==> src/rtl/register_ctrl_pkg.sv <==
// Shared types and default widths for the register bank load sequencer.
package register_ctrl_pkg;

   typedef enum logic [1:0] {
      IDLE  = 2'd0,
      LOAD  = 2'd1,
      CLEAR = 2'd2,
      DONE  = 2'd3
   } state_e;

   localparam int unsigned DefDataWidth = 8;
   localparam int unsigned DefNumReq    = 4;
   localparam int unsigned DefNumRegs   = 8;
   localparam int unsigned DefAddrWidth = 4;

endpackage

==> src/rtl/rr_arbiter.sv <==
// Combinational round-robin arbiter: the search starts at Ptr and wraps to 0.
module rr_arbiter #(
   parameter int unsigned NumReq = 4
) (
   input  logic [NumReq-1:0]         Req,
   input  logic [$clog2(NumReq)-1:0] Ptr,
   output logic [NumReq-1:0]         Grant,
   output logic [$clog2(NumReq)-1:0] GrantIdx,
   output logic                      Valid
);

   localparam int unsigned IdxW = $clog2(NumReq);

   int unsigned idx;

   // First requester found at or after Ptr, in wrapped order, wins.
   always_comb begin
      Grant    = '0;
      GrantIdx = '0;
      Valid    = 1'b0;
      idx      = 0;
      for (int unsigned k = 0; k < NumReq; k++) begin
         idx = (32'(Ptr) + k) % NumReq;
         if (!Valid && Req[IdxW'(idx)]) begin
            Valid              = 1'b1;
            Grant[IdxW'(idx)]  = 1'b1;
            GrantIdx           = IdxW'(idx);
         end
      end
   end

endmodule

==> src/rtl/register_load_arbiter.sv <==
// Sequencer sharing one register bank among several requesters: round-robin
// loads through active-low strobes, and bank-wide clears through RegClr_n.
module register_load_arbiter
   import register_ctrl_pkg::*;
#(
   parameter int unsigned DataWidth = DefDataWidth,
   parameter int unsigned NumReq    = DefNumReq,
   parameter int unsigned NumRegs   = DefNumRegs,
   parameter int unsigned AddrWidth = DefAddrWidth
) (
   input  logic                           Clk,
   input  logic                           Reset,
   input  logic [NumReq-1:0]              Req,
   input  logic [NumReq*AddrWidth-1:0]    ReqAddr,
   input  logic [NumReq*DataWidth-1:0]    ReqData,
   input  logic                           ClrReq,
   output logic [NumReq-1:0]              Ack,
   output logic                           AddrErr,
   output logic                           ClrAck,
   output logic [NumRegs-1:0]             RegLD,
   output logic [DataWidth-1:0]           RegDIn,
   output logic                           RegClr_n,
   output logic                           Busy
);

   localparam int unsigned PtrW = $clog2(NumReq);

   state_e                 state_q, state_d;
   logic [PtrW-1:0]        ptr_q, ptr_d;
   logic [PtrW-1:0]        win_q, win_d;
   logic [AddrWidth-1:0]   addr_q, addr_d;
   logic [DataWidth-1:0]   data_q, data_d;
   logic                   clr_q, clr_d;

   logic [NumReq-1:0]      gnt_oh;
   logic [PtrW-1:0]        gnt_idx;
   logic                   gnt_valid;

   logic [NumRegs-1:0]     ld_q, ld_d;
   logic [DataWidth-1:0]   din_q, din_d;
   logic                   clrn_q, clrn_d;
   logic [NumReq-1:0]      ack_q, ack_d;
   logic                   err_q, err_d;
   logic                   clrack_q, clrack_d;
   logic                   busy_q, busy_d;

   rr_arbiter #(
      .NumReq (NumReq)
   ) u_arb (
      .Req      (Req),
      .Ptr      (ptr_q),
      .Grant    (gnt_oh),
      .GrantIdx (gnt_idx),
      .Valid    (gnt_valid)
   );

   // State, grant latches and registered outputs; reset holds the bank clear low.
   always_ff @(posedge Clk or posedge Reset) begin
      if (Reset) begin
         state_q  <= IDLE;
         ptr_q    <= '0;
         win_q    <= '0;
         addr_q   <= '0;
         data_q   <= '0;
         clr_q    <= 1'b0;
         ld_q     <= '1;
         din_q    <= '0;
         clrn_q   <= 1'b0;
         ack_q    <= '0;
         err_q    <= 1'b0;
         clrack_q <= 1'b0;
         busy_q   <= 1'b0;
      end else begin
         state_q  <= state_d;
         ptr_q    <= ptr_d;
         win_q    <= win_d;
         addr_q   <= addr_d;
         data_q   <= data_d;
         clr_q    <= clr_d;
         ld_q     <= ld_d;
         din_q    <= din_d;
         clrn_q   <= clrn_d;
         ack_q    <= ack_d;
         err_q    <= err_d;
         clrack_q <= clrack_d;
         busy_q   <= busy_d;
      end
   end

   // Next state and grant capture; a clear outranks any load request in IDLE.
   always_comb begin
      state_d = state_q;
      ptr_d   = ptr_q;
      win_d   = win_q;
      addr_d  = addr_q;
      data_d  = data_q;
      clr_d   = clr_q;
      unique case (state_q)
         IDLE: begin
            if (ClrReq) begin
               state_d = CLEAR;
               clr_d   = 1'b1;
            end else if (gnt_valid) begin
               state_d = LOAD;
               clr_d   = 1'b0;
               win_d   = gnt_idx;
               ptr_d   = (gnt_idx == PtrW'(NumReq - 1)) ? '0 : gnt_idx + 1'b1;
               for (int unsigned k = 0; k < NumReq; k++) begin
                  if (gnt_oh[k]) begin
                     addr_d = ReqAddr[k*AddrWidth +: AddrWidth];
                     data_d = ReqData[k*DataWidth +: DataWidth];
                  end
               end
            end
         end
         LOAD:    state_d = DONE;
         CLEAR:   state_d = DONE;
         DONE:    state_d = IDLE;
         default: state_d = IDLE;
      endcase
   end

   // Output values for the coming cycle, derived from next state so every output is a flop.
   always_comb begin
      ld_d = '1;
      for (int unsigned r = 0; r < NumRegs; r++) begin
         if (state_d == LOAD && 32'(addr_d) == r) begin
            ld_d[r] = 1'b0;
         end
      end
      din_d = data_d;
      clrn_d = (state_d != CLEAR);
      ack_d = '0;
      if (state_d == DONE && !clr_d) begin
         for (int unsigned k = 0; k < NumReq; k++) begin
            if (32'(win_d) == k) begin
               ack_d[k] = 1'b1;
            end
         end
      end
      err_d    = (state_d == DONE) && !clr_d && (32'(addr_d) >= NumRegs);
      clrack_d = (state_d == DONE) && clr_d;
      busy_d   = (state_d != IDLE);
   end

   assign RegLD    = ld_q;
   assign RegDIn   = din_q;
   assign RegClr_n = clrn_q;
   assign Ack      = ack_q;
   assign AddrErr  = err_q;
   assign ClrAck   = clrack_q;
   assign Busy     = busy_q;

endmodule

==> config.mk <==
export PLATFORM = sky130hd
export DESIGN_NAME = register_load_arbiter
export DESIGN_NICKNAME = d
export VERILOG_FILES = /design/src/rtl/register_ctrl_pkg.sv /design/src/rtl/rr_arbiter.sv /design/src/rtl/register_load_arbiter.sv
export SDC_FILE = /design/constraint.sdc
export NUM_CORES = 1
export LEC_CHECK = 0
export CAP_MARGIN = 25
export CORE_MARGIN = 8
export CORE_UTILIZATION = 46
export CTS_CLUSTER_DIAMETER = 40
export CTS_CLUSTER_SIZE = 10
export DETAILED_ROUTE_END_ITERATION = 7
export PLACE_DENSITY_LB_ADDON = 0.15
export SLEW_MARGIN = 20
export SYNTH_ARGS = -nofsm -noshare
export SYNTH_HDL_FRONTEND = slang
export SYNTH_SLANG_ARGS = --single-unit
==> constraint.sdc <==
create_clock -name Clk -period 4.2 [get_ports Clk]
set_clock_uncertainty 0.15 [all_clocks]
set_input_delay 0.84 -clock Clk [delete_from_list [all_inputs] [get_ports Clk]]
set_output_delay 0.84 -clock Clk [all_outputs]
set_load 0.02 [all_outputs]
==> Flow_metrics.wiki, run 1 <==
{| class="wikitable"
! Metric !! Value
|-
| Outcome || complete, no violations
|-
| Post-route clock period utilization || 0.914
|-
| Post-synth EDFFs || 0
|-
| Most used flip-flop cell after synthesis || dfrtp_1
|-
| Average instance area after synthesis || 8.98 µm²
|-
| Post-route DRC || 0
|-
| Maximum ir drop on the vdd rail || 433 µV
|-
| Root Driver || clkbuf_8
|-
| Post-synthesis cell area || around 2400 µm²
|-
| Initial Utilization || 0.474
|-
| Horizontal extent of the die || roughly 88 µm
|-
| Initial antenna violation count || 0
|-
| Final setup violation count || 0
|-
| Post-route setup TNS || 0 ns
|-
| Number of sinks handled by clock tree synthesis || 35
|-
| Met1 routed wirelength after detailed routing || around 2900 µm
|-
| Critical path fanouts, max || 13
|-
| Leakage || 1.42 nW
|-
| Async S/R FF share, synth || 1.00
|-
| Detailed Route Iter0 Violations || 195
|-
| Vertical extent of the die || 88.3 µm
|-
| Pin count of the biggest net entering global routing || 36
|-
| Top sig layer || met4
|-
| Clk pin slew, worst setup/hold paths || roughly 0.08 ns
|-
| Number of hold violations in the final report || 0
|-
| Unrepaired setup endpoints after global routing || no
|-
| Critical path start-end classification || input pin to flop
|-
| GRT Resource Usage Total || 0.180
|-
| Quantity of I/O buffers inserted on ports || 78
|-
| Commonest non-fill, non-tap cell in the layout || clkdlybuf4s50_1
|-
| Met2 wire len || 3350 µm
|-
| Cell count after synthesis || 268
|-
| DR vias || 2,273
|-
| Largest buffer count on any clock path || 2
|-
| Area share of the largest cell type after synthesis || 0.281
|-
| Highest-count cells in the layout ignoring fill and taps || clkdlybuf4s50_1 (78), a21oi_1 (37), dfrtp_1 (27)
|-
| Core occupancy in the finished layout || 0.662
|-
| NumNets Final || around 410
|-
| Sequential area share after synthesis || 0.368
|-
| Most area-consuming cells after synthesis || dfrtp_1 (28%), dfstp_2 (8.7%), a21oi_1 (7.7%), o21ai_0 (4.4%), ha_1 (4.2%)
|-
| Time the worst path needs with I/O delays and setup || 3.84 ns
|-
| Data arrival, critical path || 3.89 ns
|-
| Setup crit end kind || flop
|-
| Ports || 79
|-
| Number of setup buffers added after CTS || 0
|-
| Transition time at the pin with the least slew margin || 0.621 ns
|-
| Number of core rows || 26
|-
| Min-Delay Path Class || flop to flop
|-
| Clock buffer count from CTS || 5
|-
| Deepest level of the CTS H-tree || 2
|-
| Wire length of the first global-routing pass || about 11,000 µm
|-
| Share of final-layout standard cells stronger than drive strength 1 || 0.123
|-
| Final wirelength || 6750 µm
|-
| Element type at the critical path start || input pin
|-
| Number of max-cap violations || 0
|-
| Clk Latency, worst-skew pair || 0.29 ns
|-
| Unique masters post-synth || 57
|-
| Max-slew violations || 0
|-
| Clock tree from TritonCTS || done
|-
| Data required time of the critical path || roughly 4.3 ns
|-
| Number of synthesized register bits || 35
|-
| Total core area || 5070 µm²
|-
| Post-DR wirelength/cell || 16.1 µm
|-
| Global route overflow || 0
|-
| Routed length on met3 || 422 µm
|-
| Number of global-route vias before repair || 2,358
|-
| Post-DRT Antenna Nets || 0
|-
| Number of optimization iterations in the first detailed-route pass || 4
|-
| Filler cell count || 442
|-
| Number of hold buffers added after cts || 0
|-
| Average via count per standard cell || about 5.4
|-
| Cell area reported after detailed placement || around 3300 µm²
|-
| Cell type with the largest total area after synthesis || dfrtp_1
|-
| Signed area change from the synthesized netlist to the final layout || 39.6%
|-
| Worst slew margin relative to its limit || 0.582
|-
| Cell area after layout || 3360 µm²
|-
| Cell Pwr Density || 700 nW/µm²
|-
| Number of warnings reported in the yosys synthesis log || 0
|-
| CTS resizes || 0
|-
| Total Die Area || ~8000 µm²
|-
| Total nets after synthesis || 331
|-
| Detailed placement HPWL || 5260 µm
|-
| Highest achievable clock rate || between 0.2 and 0.3 GHz
|-
| Number of diodes added for antenna fixing || 0
|-
| Final weighted congestion in routability-driven placement || around 0.92
|}
==> final cells by class <==
type	instances	area, µm²	share of cell area
Tap cell	70	87.6	0.0261
Multi-Input combinational cell	202	1380	0.410
Clock buffer	5	68.8	0.0205
Timing Repair Buffer	88	856	0.255
Sequential cell	35	886	0.264
Inverter	17	63.8	0.0190
Clock inverter	3	20.0	0.00596
==> cells in the mapped netlist (all sizes together) (2+ instances only) <==
cell type and n:
o31a 3, nor4b 2, nand2b 5, dfstp 8, a22oi 3, o21ai 22
inv 17, ha 8, dfrtp 27, nor2 23, clkbuf 5, mux4 3
a221oi 4, nor3 2, nand2 21, nand3b 5, or3 2, and2 7
mux2 3, a21oi 37, nor4 3, nand3 6, o31ai 4, and3 4
nor2b 5, buf 9, mux2i 9
==> worst max-delay path, stage by stage <==
cell and delay, ns:
clkdlybuf4s50_1 0.69, or3b_1 0.43, a2111oi_4 0.44, o31ai_1 0.21, and2_1 0.21, a311oi_1 0.36, o22ai_2 0.20, nor4_1 0.40
nand2_1 0.10
==> through the flow <==
stage / total power, mW / hold slack, ns / std cells / worst slack, ns
2_1_floorplan: 1.65 / 0.305 / 268 / 0.793
3_3_place_gp: 2.08 / 0.335 / 412 / 0.135
3_5_place_dp: 2.10 / 0.354 / 412 / 0.0570
4_1_cts: 2.36 / 0.373 / 420 / 0.364
5_1_grt: 2.57 / 0.408 / 420 / 0.0961
6_report: 2.35 / 0.361 / 420 / 0.362
==> power by group <==
group	internal, mW	switching, mW
combinational	0.691	0.899
sequential	0.454	0.0621
clock	0.115	0.128
==> per-layer routing <==
metal  track usage  vias up
li1              -     1126
met1         0.222     1085
met2         0.303       56
met3        0.0492        6
met4        0.0415        0
met5             0        -
==> sequential cells by signal, summed over array words and instances (netlist names), 2 cells and up, named ones only <==
name and flops:
RegDIn 8, addr_q 4, state_q 2, Ack 4, win_q 2, RegLD 8
==> worst paths after layout <==
| path | start | to | slack [ns] | depth (start not counted) |
|---|---|---|---|---|
| worst max-delay path | Req[2] | RegLD[4]$_DFF_PP1_ | 0.36 | 9 |
| worst min-delay path | clr_q$_DFF_PP0_ | clr_q$_DFF_PP0_ | 0.36 | 2 |
| worst max register to register | ptr_q[1]$_DFFE_PP0P_ | RegLD[4]$_DFF_PP1_ | 0.43 | 10 |
| worst min register to register | clr_q$_DFF_PP0_ | clr_q$_DFF_PP0_ | 0.36 | 2 |
| max in group asynchronous | Reset | RegLD[3]$_DFF_PP1_ | 2.77 | 3 |
| min in group asynchronous | Reset | state_q[0]$_DFF_PP0_ | 0.79 | 3 |
==> cells by family after synthesis <==
logic type / after synthesis / synth area share
compound gates: 89 / 0.249
xor+xnor: 1 / 0.00364
fa+ha+maj: 8 / 0.0416
buf+inv: 31 / 0.0598
flops: 35 / 0.368
mux: 15 / 0.0796
simple gates: 89 / 0.199
(Power assumes the default switching activity.)
==> inputs of run 2 (changes only) <==
--- a/config.mk
+++ b/config.mk
@@ -7,12 +7,13 @@
 export LEC_CHECK = 0
 export CAP_MARGIN = 25
 export CORE_MARGIN = 8
-export CORE_UTILIZATION = 46
-export CTS_CLUSTER_DIAMETER = 40
+export CORE_UTILIZATION = 45
+export CTS_CLUSTER_DIAMETER = 100
 export CTS_CLUSTER_SIZE = 10
 export DETAILED_ROUTE_END_ITERATION = 7
 export PLACE_DENSITY_LB_ADDON = 0.15
 export SLEW_MARGIN = 20
 export SYNTH_ARGS = -nofsm -noshare
 export SYNTH_HDL_FRONTEND = slang
+export SYNTH_HIERARCHICAL = 1
 export SYNTH_SLANG_ARGS = --single-unit
==> run 2 against run 1 <==
Compared with the run above: worst hold slack worse by 0.033 ns; die area is 4.4% lower; global-route usage is 2.7 points lower; maximum frequency is 4.1% higher; sequential cell count stayed put; utilization is 0.33 points higher; final area is 5.8% lower; power is 0.86% lower; sequential power is 3% higher; sequential share of layout area is 1.6 points higher; critical path depth is 2 higher; critical path type unchanged; critical endpoint is now RegLD[5]$_DFF_PP1_.
==> Flow_metrics.wiki, run 2 <==
{| class="wikitable"
! Metric !! Value
|-
| Average via count per standard cell || ~5.3
|-
| Post-synthesis simple-gate area fraction || 0.145
|-
| Global route overflow || 0
|-
| Clk pin slew, worst setup/hold paths || 0.08 ns
|-
| Cell area after layout || approximately 3200 µm²
|-
| Max-slew violations || 0
|-
| Clk Latency, worst-skew pair || 0.29 ns
|-
| Setup WS pre-CTS || 0.229 ns
|-
| Area share of fa/ha/maj cells after synthesis || 0.0393
|-
| Highest-count cells in the layout ignoring fill and taps || clkdlybuf4s50_1 (78), dfrtp_1 (27), mux2i_1 (21), nand2_1 (21), inv_1 (18)
|-
| Total core area || 4750 µm²
|-
| Cell Pwr Density || 737 nW/µm²
|-
| DR vias || 1,934
|-
| Horizontal extent of the die || 86.4 µm
|-
| Clock tree from TritonCTS || done
|-
| Data required time of the critical path || 4.27 ns
|-
| Number of core rows || 25
|-
| Most instantiated cells after synthesis || dfrtp_1 (27), mux2i_1 (21), nand2_1 (21)
|-
| Deepest level of the CTS H-tree || 2
|-
| Post-route setup TNS || 0 ns
|-
| CTS resizes || 0
|-
| Number of diodes added for antenna fixing || 0
|-
| Unique masters post-synth || between 40 and 50
|-
| Sequential area share after synthesis || 0.398
|-
| Worst Hold End || RegDIn[5]$_DFFE_PP0P_
|-
| Filler cell count || around 420
|-
| Wire length of the first global-routing pass || 9160 µm
|-
| Async S/R FF share, synth || 1.00
|-
| Post-DR wirelength/cell || 15.7 µm
|-
| Area share of the largest cell type after synthesis || 0.303
|-
| R2r worst-path depth || 11
|-
| Post-synthesis cell area || 2230 µm²
|-
| Total Die Area || around 7500 µm²
|-
| Initial antenna violation count || 0
|-
| Least setup slack across all paths after layout || 0.513 ns
|-
| Launch point of the worst reg-to-reg path || ptr_q[1]$_DFFE_PP0P_
|-
| Multiplexer share of the synthesized area || 0.174
|-
| Leakage || 1.30 nW
|-
| Number of setup buffers added after CTS || 0
|-
| Largest buffer count on any clock path || 2
|-
| Maximum ir drop on the vdd rail || 440 µV
|-
| NumNets Final || around 360
|-
| Worst setup path startpoint || Req[3]
|-
| Footprint of the multi-input gates || 1180 µm²
|-
| Post-route clock period utilization || 0.878
|-
| Most area-consuming cells after synthesis || dfrtp_1 (30%), dfstp_2 (9.4%), mux2i_1 (9.4%), o21ai_0 (4.3%), ha_1 (3.9%)
|-
| Outcome || complete, no violations
|-
| Number of warnings reported in the yosys synthesis log || 6
|-
| Min-Delay Path Class || flop to flop
|-
| Critical path fanouts, max || 15
|-
| Most used standard cell by instance count after synthesis || dfrtp_1
|-
| Ports || 79
|-
| Final weighted congestion in routability-driven placement || around 0.9
|-
| GRT Resource Usage Total || 0.153
|-
| Share of final-layout standard cells stronger than drive strength 1 || 0.150
|-
| Time the worst path needs with I/O delays and setup || 3.69 ns
|-
| Post-synth EDFFs || 0
|-
| Post-route DRC || 0
|-
| Transition time at the pin with the least slew margin || roughly 0.6 ns
|-
| Start point of the worst hold path || RegDIn[5]$_DFFE_PP0P_
|-
| Total nets after synthesis || approximately 280
|-
| Reg-to-reg slack, setup || 0.73 ns
|-
| Initial Utilization || 0.468
|-
| Number of hold buffers added after cts || 0
|-
| Root Driver || clkbuf_8
|-
| Reg-to-Reg End || RegLD[5]$_DFF_PP1_
|-
| Post-Synth XOR/XNOR Area || 0
|-
| Detailed placement HPWL || 4530 µm
|-
| Worst slew margin relative to its limit || 0.607
|-
| Compound-cell area share of the yosys netlist || 0.172
|-
| Cell count after synthesis || roughly 220
|-
| Final wirelength || a little under 6000 µm
|-
| Number of global-route vias before repair || approximately 1,900
|-
| Number of synthesized register bits || 35
|-
| Average instance area after synthesis || 10.3 µm²
|-
| Worst hold path depth || 2
|-
| Post-route worst hold slack || 0.328 ns
|-
| Commonest non-fill, non-tap cell in the layout || clkdlybuf4s50_1
|-
| Reg area || approximately 900 µm²
|-
| Most used flip-flop cell after synthesis || dfrtp_1
|-
| Number of hold violations in the final report || 0
|-
| Number of optimization iterations in the first detailed-route pass || 4
|-
| Post-layout total power || 2.33 mW
|-
| Critical path start-end classification || input pin to flop
|-
| Element type at the critical path start || input pin
|-
| Cell type with the largest total area after synthesis || dfrtp_1
|-
| Number of max-cap violations || 0
|-
| Clock buffer count from CTS || 5
|-
| Vertical extent of the die || 86.4 µm
|-
| Final setup violation count || 0
|-
| Detailed Route Iter0 Violations || between 90 and 100
|-
| Signed area change from the synthesized netlist to the final layout || 42.0%
|-
| Unrepaired setup endpoints after global routing || no
|-
| Highest achievable clock rate || 0.271 GHz
|-
| Cell area reported after detailed placement || 3070 µm²
|-
| Pin count of the biggest net entering global routing || 36
|-
| Post-DRT Antenna Nets || 0
|-
| Data arrival, critical path || roughly 3.8 ns
|-
| Setup crit end kind || flop
|-
| Quantity of I/O buffers inserted on ports || 78
|-
| Number of sinks handled by clock tree synthesis || 35
|-
| Dominant combinational cell family by area after synthesis || multiplexers
|}
run 2: per-stage QoR:
step / utilization / std cells
after floorplan: - / 217
after global placement: 0.646 / 359
after detailed placement: 0.646 / 359
after CTS: 0.665 / 367
after global routing: 0.665 / 367
final: 0.665 / 367
run 2: metal layers:
layer  vias to the layer above  wire length [µm]  share of wire  global-route usage
met5                         -                 0              0                   0
met4                         0                29         0.0050              0.0423
met3                         4               365          0.063              0.0444
met2                        61              2940           0.51               0.262
met1                       915              2440           0.42               0.181
li1                        954                 -              -                   -
run 2: cell type report:
cell class,count,share of cell area
Tap cell,67,0.0265
Timing Repair Buffer,87,0.268
Clock inverter,3,0.00633
Sequential cell,35,0.280
Clock buffer,5,0.0218
Multi-Input combinational cell,151,0.374
Inverter,19,0.0226
run 2: kinds of logic after synthesis:
kind of cell | count (synthesis)
AND/OR/NAND/NOR | 58
AO/OA/AOI/OAI | 56
flip-flops | 35
buffers and inverters | 31
multiplexers | 30
adder cells (fa/ha/maj) | 7
run 2: where the power goes:
part           switching (mW)  internal [mW]  leakage, nW  total (mW)
combinational           0.846          0.708        0.839        1.55
clock                   0.131          0.115       0.0402       0.247
sequential             0.0664          0.462        0.424       0.529
total                    1.04           1.29         1.30        2.33
run 2: critical path, cell delays in order:
cell and delay, ns:
clkdlybuf4s50_1 0.48, mux4_2 0.65, nor4b_4 0.45, a22oi_1 0.12, o21ai_1 0.21, buf_4 0.25
nand3b_1 0.12, o211ai_1 0.10, a22oi_2 0.25, inv_1 0.16, nand4_1 0.13
run 2: worst max-delay path by stage:
stage                         end  slack (ns)  cells after the start
2_1_floorplan  RegLD[0]$_DFF_PP1_        0.98                      9
3_5_place_dp   RegLD[5]$_DFF_PP1_        0.23                     11
3_3_place_gp   RegLD[1]$_DFF_PP1_        0.33                     11
6_report       RegLD[5]$_DFF_PP1_        0.51                     11
4_1_cts        RegLD[5]$_DFF_PP1_        0.53                     11
5_1_grt        RegLD[5]$_DFF_PP1_        0.29                     11
